$ cat src/rtl/key_pwm_ctrl.sv
// Key event decoder with hold-to-auto-repeat duty control and a glitch-free PWM generator.
// Duty changes are picked up by the PWM only at a period boundary.
module key_pwm_ctrl #(
    parameter int DW         = 16,
    parameter int PERIOD     = 1000,
    parameter int STEP       = 50,
    parameter int DUTY_INIT  = 500,
    parameter int HOLD_CYC   = 25_000_000,
    parameter int REPEAT_CYC = 5_000_000
) (
    input  logic          clk,
    input  logic          n_reset,
    input  logic [3:0]    press,
    output logic [3:0]    key_evt,
    output logic [DW-1:0] duty,
    output logic          enable,
    output logic          pwm_out
);

    localparam int TMAX = (HOLD_CYC > REPEAT_CYC) ? HOLD_CYC : REPEAT_CYC;
    localparam int TW   = (TMAX > 1) ? $clog2(TMAX) : 1;

    localparam logic [TW-1:0] HOLD_LAST = TW'(HOLD_CYC - 1);
    localparam logic [TW-1:0] REP_LAST  = TW'(REPEAT_CYC - 1);
    localparam logic [DW-1:0] PERIOD_W  = DW'(PERIOD);
    localparam logic [DW-1:0] INIT_W    = DW'(DUTY_INIT);
    localparam logic [DW-1:0] CNT_LAST  = DW'(PERIOD - 1);

    typedef enum logic [1:0] {IDLE, HOLD, REPEAT} state_t;

    function automatic logic [DW-1:0] step_up(input logic [DW-1:0] d);
        logic [DW:0] s;
        s = {1'b0, d} + (DW+1)'(STEP);
        return (s > {1'b0, PERIOD_W}) ? PERIOD_W : s[DW-1:0];
    endfunction

    function automatic logic [DW-1:0] step_down(input logic [DW-1:0] d);
        return ({1'b0, d} < (DW+1)'(STEP)) ? '0 : d - DW'(STEP);
    endfunction

    function automatic logic [DW-1:0] apply_step(input logic [DW-1:0] d, input logic dn);
        return dn ? step_down(d) : step_up(d);
    endfunction

    logic [3:0]    press_q;
    logic [3:0]    key_evt_q, key_evt_d;
    logic [DW-1:0] duty_q, duty_d;
    logic          enable_q, enable_d;
    logic          pwm_q, pwm_d;
    logic [DW-1:0] cnt_q, cnt_d;
    logic [DW-1:0] duty_act_q, duty_act_d;
    state_t        state_q, state_d;
    logic [TW-1:0] timer_q, timer_d;
    logic          dir_q, dir_d;

    logic [3:0] rise;
    logic       act;
    logic       cur_dn;
    logic       cur_rise;

    always_comb begin
        rise     = press & ~press_q;
        act      = press[0] ^ press[1];
        cur_dn   = press[1];
        cur_rise = cur_dn ? rise[1] : rise[0];

        key_evt_d = rise;
        enable_d  = enable_q ^ rise[2];
        duty_d    = duty_q;
        state_d   = state_q;
        timer_d   = timer_q;
        dir_d     = dir_q;

        if (rise[3]) begin
            duty_d  = INIT_W;
            state_d = IDLE;
            timer_d = '0;
        end else begin
            case (state_q)
                IDLE: begin
                    if (act && cur_rise) begin
                        duty_d  = apply_step(duty_q, cur_dn);
                        dir_d   = cur_dn;
                        timer_d = '0;
                        state_d = HOLD;
                    end
                end
                HOLD: begin
                    // A release or a switch to the other key ends the run without a step.
                    if (!act || (cur_dn != dir_q)) begin
                        state_d = IDLE;
                    end else if (timer_q == HOLD_LAST) begin
                        duty_d  = apply_step(duty_q, dir_q);
                        timer_d = '0;
                        state_d = REPEAT;
                    end else begin
                        timer_d = timer_q + TW'(1);
                    end
                end
                REPEAT: begin
                    if (!act || (cur_dn != dir_q)) begin
                        state_d = IDLE;
                    end else if (timer_q == REP_LAST) begin
                        duty_d  = apply_step(duty_q, dir_q);
                        timer_d = '0;
                    end else begin
                        timer_d = timer_q + TW'(1);
                    end
                end
                default: state_d = IDLE;
            endcase
        end

        cnt_d      = (cnt_q == CNT_LAST) ? '0 : cnt_q + DW'(1);
        duty_act_d = (cnt_q == CNT_LAST) ? duty_q : duty_act_q;
        pwm_d      = enable_q & (cnt_q < duty_act_q);
    end

    always_ff @(posedge clk or negedge n_reset) begin
        if (!n_reset) begin
            press_q    <= '0;
            key_evt_q  <= '0;
            duty_q     <= INIT_W;
            enable_q   <= 1'b1;
            pwm_q      <= 1'b0;
            cnt_q      <= '0;
            duty_act_q <= INIT_W;
            state_q    <= IDLE;
            timer_q    <= '0;
            dir_q      <= 1'b0;
        end else begin
            press_q    <= press;
            key_evt_q  <= key_evt_d;
            duty_q     <= duty_d;
            enable_q   <= enable_d;
            pwm_q      <= pwm_d;
            cnt_q      <= cnt_d;
            duty_act_q <= duty_act_d;
            state_q    <= state_d;
            timer_q    <= timer_d;
            dir_q      <= dir_d;
        end
    end

    assign key_evt = key_evt_q;
    assign duty    = duty_q;
    assign enable  = enable_q;
    assign pwm_out = pwm_q;

endmodule

$ cat config.mk
export PLATFORM = sky130hd
export DESIGN_NAME = key_pwm_ctrl
export DESIGN_NICKNAME = d
export VERILOG_FILES = /design/src/rtl/key_pwm_ctrl.sv
export SDC_FILE = /design/constraint.sdc
export NUM_CORES = 1
export LEC_CHECK = 0
export ABC_AREA = 1
export BUFFER_PORTS_ARGS = -buffer_cell sky130_fd_sc_hd__buf_2
export CELL_PAD_IN_SITES_DETAIL_PLACEMENT = 1
export CELL_PAD_IN_SITES_GLOBAL_PLACEMENT = 2
export CORE_ASPECT_RATIO = 0.6
export CORE_UTILIZATION = 33
export CTS_CLUSTER_DIAMETER = 40
export DETAILED_ROUTE_END_ITERATION = 8
export GPL_ROUTABILITY_DRIVEN = 0
export PLACE_DENSITY_LB_ADDON = 0.1
export SYNTH_ARGS = -nofsm -noshare
export SYNTH_HDL_FRONTEND = slang
export SYNTH_SLANG_ARGS = --single-unit
$ cat constraint.sdc
create_clock -name clk -period 1.8 [get_ports clk]
set_input_delay 0.36 -clock clk [delete_from_list [all_inputs] [get_ports clk]]
set_output_delay 0.36 -clock clk [all_outputs]
set_load 0.02 [all_outputs]
==> results.json, run 1 <==
{
  "netlist_top_cells_area": "sky130_fd_sc_hd__dfrtp_1 34%, sky130_fd_sc_hd__nand2_1 10%, sky130_fd_sc_hd__inv_1 8.0%, sky130_fd_sc_hd__dfstp_2 6.4%, sky130_fd_sc_hd__nor2_1 5.7%",
  "drc_markers": 0,
  "clk_root_buffer_cell": "sky130_fd_sc_hd__clkbuf_16",
  "critical_path.endpoint_type": "flip-flop",
  "synth_warnings": 0,
  "final_hold_viol_count": 0,
  "grt_overflow": 0,
  "detail_route.first_pass.iterations": 4,
  "fp.dieArea_um2": 16800,
  "design.portCount": 28,
  "cts_max_path_buffers": 2,
  "synth-edff-count": 0,
  "final_layout_size_suffix_gt1_share_pct": 39.8,
  "net_total_in_the_final_layout": 926,
  "yosys_register_bits": 86,
  "placement.io_buffers": 27,
  "finalSetupTns_ns": -5.34,
  "setup_slack_ns": -0.348,
  "start_util_pct": 34.4,
  "synthToLayoutAreaGrowth_pct": 47.2,
  "detail_route.wirelength_um": 18800,
  "synth_sequential_area_ratio_pct": 40.3,
  "worstPathArrival_ns": 2.43,
  "synth_top_area_share_pct": 34.0,
  "hold_class": "primary input to flip-flop",
  "core_um2": 15600,
  "cpMostUsedCell": "sky130_fd_sc_hd__nand2_4",
  "cpPeakStageDelay_ns": 0.59,
  "cts.sinks": 86,
  "vdd.ir_drop.worst_mv": 0.626,
  "synthFlopType": "sky130_fd_sc_hd__dfrtp_1",
  "worstHoldStart": "press[2]",
  "drt-initial-drc-count": 206,
  "async_flop_share_pct": 100,
  "crit_start": "duty[2]",
  "critical_path.slowest_cell": "sky130_fd_sc_hd__dfstp_2",
  "dieHeight_um": 101,
  "rr_startpoint": "duty[2]",
  "largest_area_contributor_in_the_synthesized_netlist": "sky130_fd_sc_hd__dfrtp_1",
  "core.rowCount": 35,
  "clock.fmax_ghz": 0.466,
  "synth_cell_type_count": 44,
  "grt_setup_unrepaired": "true",
  "track_usage_pct": 21.9,
  "maximum_number_of_pins_on_one_net_before_global_route_repair": 34,
  "setup_violations": 40,
  "fin_crit_sh_pct": 119,
  "dp_cells": 1059,
  "max_slew.worst_pin.slew_ns": 0.416,
  "criticalPathCategory": "flip-flop to flip-flop",
  "cellPowerDensity_nw_per_um2": 1350,
  "insertion_delay_ns": 0.35,
  "final_antenna_net_count": 0,
  "p_leak_uw": 0.00379,
  "cap_viol_max_count": 0,
  "grt_first_pass_wirelength_um": 28900,
  "clk_pin_slew_ns": 0.08,
  "crit_path_start_kind": "flip-flop",
  "diode_count": 0,
  "wl_per_cell_um": 17.0,
  "synth.cell_area_um2": 5380,
  "cp.buffers_inverters": 1,
  "crit_path_cell_trace": "ha_4 -> nand2_4 -> nand2_4 -> nand2_4 -> o21ai_2 -> nand2_1 -> nor2_2 -> nand3_2 -> nor2_4 -> nand2_2 -> nand3_2 -> nand2_1 -> inv_1",
  "initial_antenna_violation_count": 0,
  "clock_tree.htree_level_count": 3,
  "post-route-min-period_ns": 2.15,
  "tritoncts.num_buffers": 9,
  "cts_tree": "done",
  "status": "finished with violations",
  "route.vias.total": 5442,
  "fin_skew_ns": 0.0130,
  "failed_checks": "setup timing",
  "syn-num-nets": 751,
  "critical-path-top-delay-family": "simple AND/OR/NAND/NOR gates",
  "slew_headroom_pct": 72.3,
  "hpwl_after_detailed_placement_um": 13600,
  "via_count_of_the_first_global_routing_pass": 5481,
  "crit_fanout": 5,
  "synthesis.instances": 723,
  "avgViaCountPerCell": 4.92,
  "finalMaxSlewViolations": 0,
  "postSynthAreaPerCell_um2": 7.44,
  "chipWidth_um": 167,
  "final_cell_count_no_fill": 1106,
  "worst_ep_required_time_ns": 2.08
}
-- metal layers --
| layer | share of wire [%] | wire (um) | GRT usage (%) |
|---|---|---|---|
| met5 | 0 | 0 | 0 |
| met1 | 49 | 9270 | 31.3 |
| met4 | 0.78 | 146 | 2.35 |
| met2 | 48 | 8930 | 36.2 |
| met3 | 2.3 | 431 | 3.14 |
-- through the flow --
step | util [%] | worst slack (ns) | area, um^2 | hold WS [ns] | power, uW
after floorplan | - | -0.0269 | 5400 | 0.0644 | 4640
after global placement | 42.7 | -0.394 | 6670 | 0.319 | 6730
after detailed placement | 42.7 | -0.420 | 6670 | 0.326 | 6860
after CTS | 47.2 | -0.188 | 7380 | 0.135 | 9600
after global routing | 50.6 | -0.436 | 7920 | 0.131 | 11200
final | 50.6 | -0.348 | 7920 | 0.134 | 10700
-- what timing repair did --
action,4_1_cts,5_1_grt
cloned,0,1
pin swaps,20,40
hold buffers,1,0
buffers inserted,15,22
endpoints found under the hold margin,25,0
setup endpoints to repair,41,51
gates resized for setup,68,113
-- synthesized netlist by cell type, types with 2 or more instances --
cell type and number:
sky130_fd_sc_hd__nand2_4 3, sky130_fd_sc_hd__clkinv_2 2, sky130_fd_sc_hd__nor2_1 81, sky130_fd_sc_hd__a2bb2oi_1 2, sky130_fd_sc_hd__clkbuf_1 4, sky130_fd_sc_hd__nor2_4 4, sky130_fd_sc_hd__nor3b_1 2, sky130_fd_sc_hd__inv_2 7
sky130_fd_sc_hd__nand2_2 12, sky130_fd_sc_hd__nand3b_1 2, sky130_fd_sc_hd__a21oi_1 33, sky130_fd_sc_hd__nor2_2 9, sky130_fd_sc_hd__buf_2 3, sky130_fd_sc_hd__o22ai_1 11, sky130_fd_sc_hd__clkbuf_2 2, sky130_fd_sc_hd__dfstp_2 13
sky130_fd_sc_hd__nor3_1 15, sky130_fd_sc_hd__nand3_1 58, sky130_fd_sc_hd__a31oi_1 3, sky130_fd_sc_hd__o21ai_1 7, sky130_fd_sc_hd__inv_1 114, sky130_fd_sc_hd__nand3_2 6, sky130_fd_sc_hd__nand4_1 12, sky130_fd_sc_hd__xor2_1 20
sky130_fd_sc_hd__dfrtp_1 73, sky130_fd_sc_hd__and3_1 2, sky130_fd_sc_hd__o21a_1 2, sky130_fd_sc_hd__o21ai_2 2, sky130_fd_sc_hd__nand2_1 144, sky130_fd_sc_hd__o21ai_0 40, sky130_fd_sc_hd__ha_1 22
-- logic make-up after synthesis --
logic type / synth area share, %
AOI/OAI and AO/OA: 11.0
xor gates and xnor gates: 3.42
adders and majority gates: 5.12
buffers and inverters: 9.80
DFF: 40.3
muxes: 0.186
and+or+nand+nor: 30.2
-- path summary, 6_finish.rpt --
path | cells after the start | to | slack [ns]
setup / recovery | 13 | duty[0] | -0.35
hold / removal | 1 | press_q[2] | 0.13
setup reg to reg | 13 | duty[0] | -0.35
hold reg to reg | 1 | key_evt[2] | 0.42
max in group asynchronous | 3 | duty_act_q[6] | 0.71
min in group asynchronous | 2 | timer_q[17] | 0.48
-- where the power goes --
group          switching (uW)  leakage (uW)  internal, uW
clock network             877      0.000133           952
registers                 201       0.00112          2140
logic                    3600       0.00254          2900
total                    4680       0.00379          5990
-- placed cells by master (no fill, tap or decap), drive strengths merged --
cell type / n
o21bai: 1
mux2i: 1
buf: 174
o211ai: 1
ha: 22
a2bb2oi: 2
xnor2: 1
o21ai: 49
dfstp: 13
inv: 123
a211oi: 1
and3: 2
clkinv: 5
dlygate4sd3: 1
clkbuf: 9
nand2: 159
nand4: 12
nand3: 65
nor2: 94
o21a: 2
nor3: 15
dfrtp: 73
nand3b: 2
nor3b: 2
o211a: 1
a21oi: 33
o31ai: 1
clkinvlp: 3
o22ai: 11
xor2: 20
nor4: 1
a31oi: 4
-- sequential cells by signal, indices dropped and copies added, names as in the netlist --
signal and flops:
duty 16, cnt_q 16, enable 1, pwm_out 1, dir_q 1, duty_act_q 16
timer_q 25, key_evt 4, press_q 4, state_q 2
-- final cells by class --
type                    instances  area [um^2]
fillers                      1873         7720
inverters                     124          479
flip-flops and latches         86         2170
clock inverters                 7         55.1
clock buffers                   9          225
well taps                     203          254
multi-input cells             502         3290
repair buffers                175         1450
Power figures use the tool's default switching activity.
==> run 2, diff against run 1 <==
- CORE_UTILIZATION: 33 -> 36
- clock period: 1.8 -> 2.2 ns (I/O delays scaled with it)
==> run 2 against run 1 <==
  * Design area decreased by 21%
  * Clock skew is 0.0034 ns higher
  * The run now ends clean
  * Combinational power is 56% lower
  * Critical endpoint is now duty[3]
  * Via count shrank 7.4%
  * Largest power group unchanged
==> results.json, run 2 (same netlist as run 1, synthesis figures left out) <==
{
  "p_leak_uw": 0.00307,
  "p_switching_uw": 2870,
  "fp.dieArea_um2": 15400,
  "cts.sinks": 86,
  "net_total_in_the_final_layout": 806,
  "cts_tree": "done",
  "layout.core_utilization_pct": 43.2,
  "grt_first_pass_wirelength_um": 28000,
  "final_layout_size_suffix_gt1_share_pct": 18.6,
  "status": "finished clean",
  "final_common_cell": "sky130_fd_sc_hd__nand2_1",
  "seq_power_share_pct": 31.2,
  "track_usage_pct": 23.5,
  "dieHeight_um": 96.7,
  "chipWidth_um": 160,
  "fin_skew_ns": 0.0164,
  "clock.fmax_ghz": 0.466,
  "critical-path-top-delay-family": "simple AND/OR/NAND/NOR gates",
  "mostFrequentLayoutCells": "141 x sky130_fd_sc_hd__nand2_1, 113 x sky130_fd_sc_hd__inv_1, 77 x sky130_fd_sc_hd__nor2_1, 72 x sky130_fd_sc_hd__dfrtp_1, 57 x sky130_fd_sc_hd__nand3_1",
  "clock_tree.htree_level_count": 3,
  "crit_path_cell_trace": "ha_2 -> nand2_2 -> nand2_4 -> nand2_4 -> o21ai_1 -> nand2_1 -> nor2_2 -> nand3_2 -> nor2_4 -> nand2_1 -> nand2_1 -> o21ai_1",
  "design.portCount": 28,
  "power.combinational.fraction_pct": 45.5,
  "fin_crit_sh_pct": 97.6,
  "rr_startpoint": "duty[2]",
  "via_count_of_the_first_global_routing_pass": 5115,
  "wl_per_cell_um": 17.5,
  "setup_violations": 0,
  "drc_markers": 0,
  "grt_setup_unrepaired": "true",
  "drt-initial-drc-count": 280,
  "cpMostUsedCell": "sky130_fd_sc_hd__nand2_1",
  "criticalPathCategory": "flip-flop to flip-flop",
  "initial_antenna_violation_count": 0,
  "critical_path.endpoint_type": "flip-flop",
  "detail_route.first_pass.iterations": 5,
  "slew_headroom_pct": 63.0,
  "insertion_delay_ns": 0.36,
  "rr_endpoint": "duty[3]",
  "hpwl_after_detailed_placement_um": 13600,
  "largest_reg_flops": 25,
  "rrSetupSlack_ns": 0.05,
  "crit_path_start_kind": "flip-flop",
  "power_switching_share_pct": 45.1,
  "maximum_number_of_pins_on_one_net_before_global_route_repair": 39,
  "internal_power_component_uw": 3490,
  "final_hold_viol_count": 0,
  "synthToLayoutAreaGrowth_pct": 16.9,
  "worst_hold_slack_ns": 0.0582,
  "finalMaxSlewViolations": 0,
  "worst-r2r-cell-count": 12,
  "total_power_uw": 6360,
  "worstPathArrival_ns": 2.38,
  "critical_path.slowest_cell": "sky130_fd_sc_hd__dfstp_2",
  "core.rowCount": 34,
  "detail_route.wirelength_um": 17200,
  "cp.buffers_inverters": 0,
  "clk_pin_slew_ns": 0.07,
  "hold_class": "primary input to async pin",
  "max_slew.worst_pin.slew_ns": 0.555,
  "cts_max_path_buffers": 2,
  "post-route-min-period_ns": 2.15,
  "cap_viol_max_count": 0,
  "tritoncts.num_buffers": 9,
  "route.vias.total": 5041,
  "cpPeakStageDelay_ns": 0.59,
  "placement.io_buffers": 27,
  "largest_register_by_flop_count": "timer_q",
  "grt_overflow": 0,
  "clk_root_buffer_cell": "sky130_fd_sc_hd__clkbuf_16",
  "worst_ep_required_time_ns": 2.43,
  "core_um2": 14500,
  "crit_fanout": 5,
  "start_util_pct": 37.0,
  "diode_count": 0,
  "avgViaCountPerCell": 5.14,
  "vdd.ir_drop.worst_mv": 0.614,
  "share_clk_of_total_power_pct": 23.3,
  "cellPowerDensity_nw_per_um2": 1010,
  "final_antenna_net_count": 0
}
## run 2: cell types whose count changed in the layout (fill, tap and decap cells not counted), moves of 9 or more
cell / change
sky130_fd_sc_hd__nor2_1: +14
sky130_fd_sc_hd__a21oi_1: +13
sky130_fd_sc_hd__o21ai_0: +12
sky130_fd_sc_hd__buf_6: -19
sky130_fd_sc_hd__inv_1: +12
sky130_fd_sc_hd__nand3_2: -10
sky130_fd_sc_hd__nand3_1: +17
sky130_fd_sc_hd__nand2_1: +9
sky130_fd_sc_hd__a21oi_2: -12
sky130_fd_sc_hd__buf_4: -91
sky130_fd_sc_hd__inv_2: -12
## run 2: worst max-delay path by stage
stage | start | end | slack [ns] | depth (start not counted)
global route | duty[2] | duty[4] | -0.03 | 13
detailed placement | state_q[0] | duty[3] | -0.02 | 11
finish | duty[2] | duty[3] | 0.05 | 12
floorplan | duty[2] | duty[0] | 0.31 | 13
global placement | state_q[0] | duty[0] | -0.06 | 12
CTS | duty[1] | duty[3] | 0.03 | 12
## run 2: repair_timing
item                                    4_1_cts  5_1_grt
setup buffers                                 0        2
gates resized for setup                       2       21
hold endpoints to repair                      0        0
hold buffers                                  0        0
endpoints found under the setup margin        6       20
cloned                                        0        0
pin swaps                                     0        4
## run 2: per-layer routing
metal	track usage (%)	vias up	routed length [um]
met2	30.7	126	6520
li1	-	2437	-
met1	37.6	2463	9420
met5	0	-	0
met4	5.64	0	148
met3	5.96	15	1120
## run 2: cell type report
| type | instances | area, um^2 |
|---|---|---|
| tap | 198 | 248 |
| sequential | 86 | 2170 |
| clock inverter | 6 | 43.8 |
| clock buffer | 10 | 229 |
| multi-input combinational | 502 | 2750 |
| timing repair buffer | 55 | 373 |
| fill | 1830 | 8270 |
| inverter | 124 | 475 |
## run 2: stage by stage
| step | worst slack [ns] | TNS [ns] | area [um^2] | std cells |
|---|---|---|---|---|
| final | 0.0526 | 0 | 6280 | 981 |
| after global routing | -0.0266 | -0.0842 | 6280 | 981 |
| after CTS | 0.0305 | 0 | 6200 | 979 |
| after detailed placement | -0.0226 | -0.0510 | 5920 | 963 |
| after global placement | -0.0597 | -0.153 | 5920 | 963 |
| after floorplan | 0.307 | 0 | 5380 | 723 |
## run 2: power by group through the flow
stage	sequential [uW]	combinational, uW	clock, uW
2_1_floorplan	2020	1740	0
3_3_place_gp	1990	2690	0
3_5_place_dp	2000	2730	0
4_1_cts	1970	2760	1530
5_1_grt	2010	3220	1580
6_report	1990	2890	1480
